**src/rtl/clmul_sequencer.sv**
```systemverilog
// Shared RISC-V constants and the ALU operation encoding, followed by the
// multi-cycle carry-less multiply sequencer that sits beside the single-cycle ALU.
package riscv_pkg;

  parameter int unsigned WIDTH = 64;

  typedef enum logic [6:0] {
    ALU_ADD    = 7'd0,
    ALU_SUB    = 7'd1,
    ALU_XOR    = 7'd2,
    ALU_OR     = 7'd3,
    ALU_AND    = 7'd4,
    ALU_SLL    = 7'd5,
    ALU_SRL    = 7'd6,
    ALU_SRA    = 7'd7,
    ALU_SLT    = 7'd8,
    ALU_SLTU   = 7'd9,
    ALU_CLMUL  = 7'd10,
    ALU_CLMULH = 7'd11,
    ALU_CLMULR = 7'd12
  } op_alu_e;

endpackage

module clmul_sequencer #(
  parameter int unsigned WIDTH          = riscv_pkg::WIDTH,
  parameter int unsigned BITS_PER_CYCLE = 4
) (
  input  logic             clk,
  input  logic             rst,
  input  logic             req_valid_i,
  output logic             req_ready_o,
  input  logic [6:0]       req_op_i,
  input  logic [WIDTH-1:0] req_a_i,
  input  logic [WIDTH-1:0] req_b_i,
  input  logic             flush_i,
  output logic             rsp_valid_o,
  input  logic             rsp_ready_i,
  output logic [WIDTH-1:0] rsp_result_o,
  output logic             rsp_err_o,
  output logic             busy_o
);

  localparam int unsigned N     = WIDTH / BITS_PER_CYCLE;
  localparam int unsigned CNT_W = (N > 1) ? $clog2(N) : 1;

  localparam logic [1:0] S_IDLE = 2'd0;
  localparam logic [1:0] S_RUN  = 2'd1;
  localparam logic [1:0] S_DONE = 2'd2;

  if (BITS_PER_CYCLE == 0 || (WIDTH % BITS_PER_CYCLE) != 0) begin : g_bad_cfg
    $error("clmul_sequencer: BITS_PER_CYCLE must divide WIDTH");
  end

  logic [1:0]         state;
  logic [2*WIDTH-1:0] a;
  logic [WIDTH-1:0]   b;
  logic [6:0]         op;
  logic [2*WIDTH-1:0] prod;
  logic [CNT_W-1:0]   cnt;
  logic [WIDTH-1:0]   result;
  logic               err;

  logic [2*WIDTH-1:0] prod_step;
  logic [WIDTH-1:0]   sel;
  logic               last;
  logic               req_is_clmul;

  assign req_is_clmul = (req_op_i == riscv_pkg::ALU_CLMUL)  ||
                        (req_op_i == riscv_pkg::ALU_CLMULH) ||
                        (req_op_i == riscv_pkg::ALU_CLMULR);

  assign last = (cnt == CNT_W'(N - 1));

  // a is pre-shifted left and b shifted right each cycle, so bit i of b here
  // is rs2 bit cnt*BITS_PER_CYCLE+i and a already carries that base shift.
  always_comb begin
    prod_step = prod;
    for (int unsigned i = 0; i < BITS_PER_CYCLE; i++) begin
      if (b[i]) begin
        prod_step = prod_step ^ (a << i);
      end
    end
  end

  always_comb begin
    sel = '0;
    case (op)
      riscv_pkg::ALU_CLMUL:  sel = prod_step[WIDTH-1:0];
      riscv_pkg::ALU_CLMULH: sel = prod_step[2*WIDTH-1:WIDTH];
      riscv_pkg::ALU_CLMULR: sel = prod_step[2*WIDTH-2:WIDTH-1];
      default:               sel = '0;
    endcase
  end

  always_ff @(posedge clk) begin
    if (rst) begin
      state  <= S_IDLE;
      a      <= '0;
      b      <= '0;
      op     <= '0;
      prod   <= '0;
      cnt    <= '0;
      result <= '0;
      err    <= 1'b0;
    end else if (flush_i) begin
      state <= S_IDLE;
    end else begin
      case (state)
        S_IDLE: begin
          if (req_valid_i) begin
            a    <= {{WIDTH{1'b0}}, req_a_i};
            b    <= req_b_i;
            op   <= req_op_i;
            prod <= '0;
            cnt  <= '0;
            if (req_is_clmul) begin
              state <= S_RUN;
              err   <= 1'b0;
            end else begin
              state  <= S_DONE;
              err    <= 1'b1;
              result <= '0;
            end
          end
        end
        S_RUN: begin
          prod <= prod_step;
          a    <= a << BITS_PER_CYCLE;
          b    <= b >> BITS_PER_CYCLE;
          cnt  <= cnt + CNT_W'(1);
          if (last) begin
            state  <= S_DONE;
            result <= sel;
          end
        end
        S_DONE: begin
          if (rsp_ready_i) begin
            state <= S_IDLE;
          end
        end
        default: state <= S_IDLE;
      endcase
    end
  end

  assign req_ready_o  = !rst && (state == S_IDLE) && !flush_i;
  assign rsp_valid_o  = !rst && (state == S_DONE);
  assign busy_o       = !rst && (state != S_IDLE);
  assign rsp_err_o    = !rst && err;
  assign rsp_result_o = rst ? '0 : result;

endmodule

```
**config.mk**
```make
export PLATFORM = sky130hd
export DESIGN_NAME = clmul_sequencer
export DESIGN_NICKNAME = d
export VERILOG_FILES = /design/src/rtl/clmul_sequencer.sv
export SDC_FILE = /design/constraint.sdc
export NUM_CORES = 1
export LEC_CHECK = 0
export ABC_AREA = 0
export CAP_MARGIN = 20
export CORE_ASPECT_RATIO = 2
export CORE_MARGIN = 5
export CORE_UTILIZATION = 45
export CTS_BUF_LIST = sky130_fd_sc_hd__clkbuf_8 sky130_fd_sc_hd__clkbuf_16
export DETAILED_ROUTE_END_ITERATION = 12
export SYNTH_ARGS = -nofsm -noshare
export SYNTH_HDL_FRONTEND = slang
export SYNTH_SLANG_ARGS = --single-unit
```
**constraint.sdc**
```tcl
create_clock -name clk -period 4.89 [get_ports clk]
set_input_delay 0.978 -clock clk [delete_from_list [all_inputs] [get_ports clk]]
set_output_delay 0.978 -clock clk [all_outputs]
set_load 0.1 [all_outputs]
```
# ---- After elaboration in Yosys (flattened, before gate mapping)
# Cells that the tools add are included.
dict set report totals {
  register_bits 398
  out_inout_bits 68
}
dict set report op_classes {
  n_addsub 1
  n_eq_ne 13
  mux 24
  bitwise 5
  reduce_logical 17
}
# cell n
set op_table {}
lappend op_table {{$mux 128} 6}
lappend op_table {{$pmux 128 s2} 2}
lappend op_table {{$xor 128x128->128} 4}
lappend op_table {{$mux 64} 5}
lappend op_table {{$pmux 64 s2} 2}
lappend op_table {{$pmux 64 s3} 1}
lappend op_table {{$eq 7x4->1 const B} 6}
lappend op_table {{$reduce_and 3->1} 3}
lappend op_table {{$mux 2} 4}
lappend op_table {{$ne 2x2->1 const B} 4}
lappend op_table {{$pmux 4 s2} 1}
lappend op_table {{$pmux 2 s3} 1}
lappend op_table {{$logic_and 1x1->1} 5}
lappend op_table {{$reduce_and 5->1} 1}
lappend op_table {{$add 4x1->4 const B} 1}
lappend op_table {{$eq 4x4->1 const B} 1}
lappend op_table {{$mux 4} 1}
lappend op_table {{$reduce_bool 2->1} 2}
lappend op_table {{$eq 2x1->1 const B} 1}
lappend op_table {{$eq 2x2->1 const B} 1}
lappend op_table {{$logic_not 1->1} 2}
lappend op_table {{$logic_not 2->1} 1}
lappend op_table {{$logic_or 1x1->1} 2}
lappend op_table {{$reduce_or 2->1} 1}
lappend op_table {{2 further kinds} 2}

# ---- Longest topological paths before layout
dict set report logic_depth {
  ltp_word 11
  depth_mapped 9
  depth_no_buf 6
}

# ---- Least setup slack after synthesis
# Ideal clock, no wire load.
dict set report synth_timing {
  path_type {input port to output port}
  from {input port rst}
  to {output port req_ready_o}
  arrival_time_ns 4.415
  slack_ns -0.503
  stages 4
  cell_sequence {clkbuf_1 > buf_2 > buf_1 > nor4_1}
}
dict set report synth_between {
  elab_chain_cells 3
}
# element line
set synth_lines {}
lappend synth_lines {{start, declared} 30} ;# input logic rst,
lappend synth_lines {{$logic_not 1->1} 147} ;# assign req_ready_o = !rst && (state == S_IDLE) && !flush_i;
lappend synth_lines {{$logic_and 1x1->1 (2 in series)} 147}
lappend synth_lines {{end, declared} 32} ;# output logic req_ready_o,
# No other way between the ends.

# ---- Worst setup path after layout
dict set report layout_timing {
  from {input port rst}
  to {output port rsp_result_o[15]}
}
dict set report layout_between {
  elab_chain_cells 1
}
# element line
set layout_lines {}
lappend layout_lines {{$mux 64} 151} ;# assign rsp_result_o = rst ? '0 : result;
lappend layout_lines {{end, declared} 39} ;# output logic [WIDTH-1:0] rsp_result_o,
# No other way between the ends.

==> results.ini <==
[routing]
drc = 0
drt-vias-per-instance = 5.80
wl_per_cell_um = 19.6
routed_wl_mm = 71.1
dr_total_vias = 21000
drtPass1Iterations = 9
drtIter0Drc = 1763
ant_nets = 0

[pwr]
clkPwrFrac_pct = 42.1
worst_ir_drop_vdd_mv = 0.316
internal-power_w = 0.00545
swShare_pct = 26.8
p_total_w = 0.00744
power.density_mw_per_mm2 = 282
seqPwrFrac_pct = 46.3
p_leak_nw = 8.65
switchingPower_w = 0.00199
p_comb_share_pct = 11.6

[synthesis]
synth_area_sq_mm = 0.0228
yosysWarnings = 0
syn-num-nets = 3037
synth_seq_area_share_pct = 34.9
ys_seq_elements = 398
ys.flop_type = dfxtp_1
yosysUniqueCellTypes = 49
synthArstFlopShare_pct = 0
syn_avg_cell_area_sq_um = 7.89
synth_edf_count = 0
synthCells = 2896

[clock_tree]
cts_hold_buffers = 0
post-cts-setup-buffer-count = 0
clock-sinks = 398
cts_tree = built
cts-root-buf = clkbuf_16
path_clk_slew_ns = 0.07
cts_inserted_buffers = 39
cts_buffer_depth = 3
htreeDepth = 2
cts_resized = 0
clock_latency_ns = 0.54

[worst_setup_path]
rr_startpoint = b[3]
max_stage_delay_ns = 0.67
worstSetupPathDepth = 4
critical_path.slowest_cell = buf_8
crit_start = rst
worstReg2RegEnd = result[51]
path_buf_inv = 3
critPathCaptureType = output port
crit_path_cell_trace = buf_8 > buf_4 > nor2b_1 > buf_4
r2r_slack_ns = 1.84
critical_path_class = in2out
crit_top_cell = buf_4
critPathCapture = rsp_result_o[15]
cp_top_family = buffers and inverters
crit_path_start_kind = primary input
critPathRequiredTime_ns = 3.91
worst_r2r_path_depth = 7
arrival_ns = 2.55
critPathMaxFanout = 139

[status]
status = finished, final reports clean

[placement]
routabilityCongestion = 0.862
dp_hpwl_mm = 48.0
dpl-instance-area_sq_mm = 0.0250
port_buffers = 207

[timing]
tightest_slew_ns = 1.12
hold_viol = 0
finalCritPeriodShare_pct = 72.1
fin_worst_skew_ns = 0.00908
period_needed_ns = 3.52
rsz0062_at_grt = false
timing.fmax_mhz = 284
finalSetupTns_ns = 0
drv_slew = 0
finalSetupViolCount = 0
slew_headroom_pct = 25.0

[global_routing]
grt_max_degree = 230
first_global_vias = 20100
track_usage_pct = 24.6
grt_remaining_overflow = 0
grt_pass1_wl_mm = 112
grt_antenna_before_repair = 0

[floorplan]
die_y_um = 329
start_util_pct = 45.5
core_area_sq_mm = 0.0502
dieArea_sq_mm = 0.0556
rows = 116
ios = 208
chipWidth_um = 169

[job]
drv_cap = 0

[finish]
diodes = 0
nets = 3085
drive_gt1_share_pct = 6.43
final_core_util_pct = 52.4
mostFrequentLayoutCells = nand2_1, nor2_1, dfxtp_1
area_growth_syn_to_layout_pct = 15.2
final_common_cell = nand2_1
fin_area_sq_mm = 0.0263

[min_path]
hold_path_class = reg2reg

[how the worst min path moves through the flow]
stage	start	endpoint	slack, ns	cells after the start
finish	prod[65]	prod[65]	0.47	2
detailed placement	prod[65]	prod[65]	0.46	2
global route	prod[65]	prod[65]	0.49	2
floorplan	op[3]	op[3]	0.44	2
CTS	prod[65]	prod[65]	0.47	2
global placement	prod[64]	prod[64]	0.45	2
[worst register-to-register path: cells and delay by family, from the launching register on]
family	cells	cell delay [ns]
flip-flops	1	0.89
AO/OA/AOI/OAI	1	0.17
XOR/XNOR	2	0.71
buffers and inverters	1	0.52
AND/OR/NAND/NOR	3	0.70
[state kept, by name, indices dropped and copies added (netlist names)]
name and count:
a 128, prod 128, b 64, result 64, op 7, cnt 4
state 2, err 1
[synthesized netlist by cell type (55+ instances only)]
master / count / area (sq um)
xor2_1: 125 / 1090
a222oi_1: 120 / 1200
o21ai_0: 140 / 701
xnor2_1: 366 / 3210
o221a_1: 55 / 619
clkbuf_1: 131 / 492
buf_2: 86 / 430
nor2b_1: 66 / 413
nor2_1: 435 / 1630
nand2_1: 534 / 2000
dfxtp_1: 398 / 7970
a22oi_1: 166 / 1250
[stage by stage]
step	setup slack [ns]	hold WS, ns	std cells
global route	1.29	0.487	3621
detailed placement	1.24	0.464	3552
global placement	1.32	0.454	3552
CTS	1.41	0.474	3621
floorplan	0.664	0.440	2896
finish	1.37	0.471	3621
[metal layers]
layer	track usage [%]	wire, um	up-vias
met4	8.55	2530	0
met5	0	0	-
met1	29.3	28100	10200
met2	44.2	36100	652
li1	-	-	10100
met3	3.99	4380	128
[cell families (layout without fill, tap and decap cells)]
family	Yosys count	count (layout)	share of synthesized area (%)
flip-flops	398	398	34.9
AO/OA/AOI/OAI	637	637	20.8
AND/OR/NAND/NOR	1115	1115	19.9
multiplexers	8	8	0.351
buffers and inverters	239	315	4.46
XOR/XNOR	498	498	19.5
adder cells (fa/ha/maj)	1	1	0.0548
[area by class of cell]
cell class	count	area (sq um)
well taps	649	812
inverters	2	7.51
repair buffers	244	2310
clock inverters	20	171
clock buffers	49	1140
flip-flops and latches	398	7980
fillers	4878	23900
multi-input cells	2259	13900
[power by group through the flow]
| stage | clock (W) | combinational (W) | sequential (W) |
|---|---|---|---|
| global route | 0.00333 | 0.000918 | 0.00345 |
| CTS | 0.00321 | 0.000861 | 0.00344 |
| finish | 0.00313 | 0.000860 | 0.00344 |
| global placement | 0 | 0.000844 | 0.00351 |
| floorplan | 0 | 0.000610 | 0.00345 |
| detailed placement | 0 | 0.000859 | 0.00351 |
No activity file was read; power rests on OpenSTA's default activity.
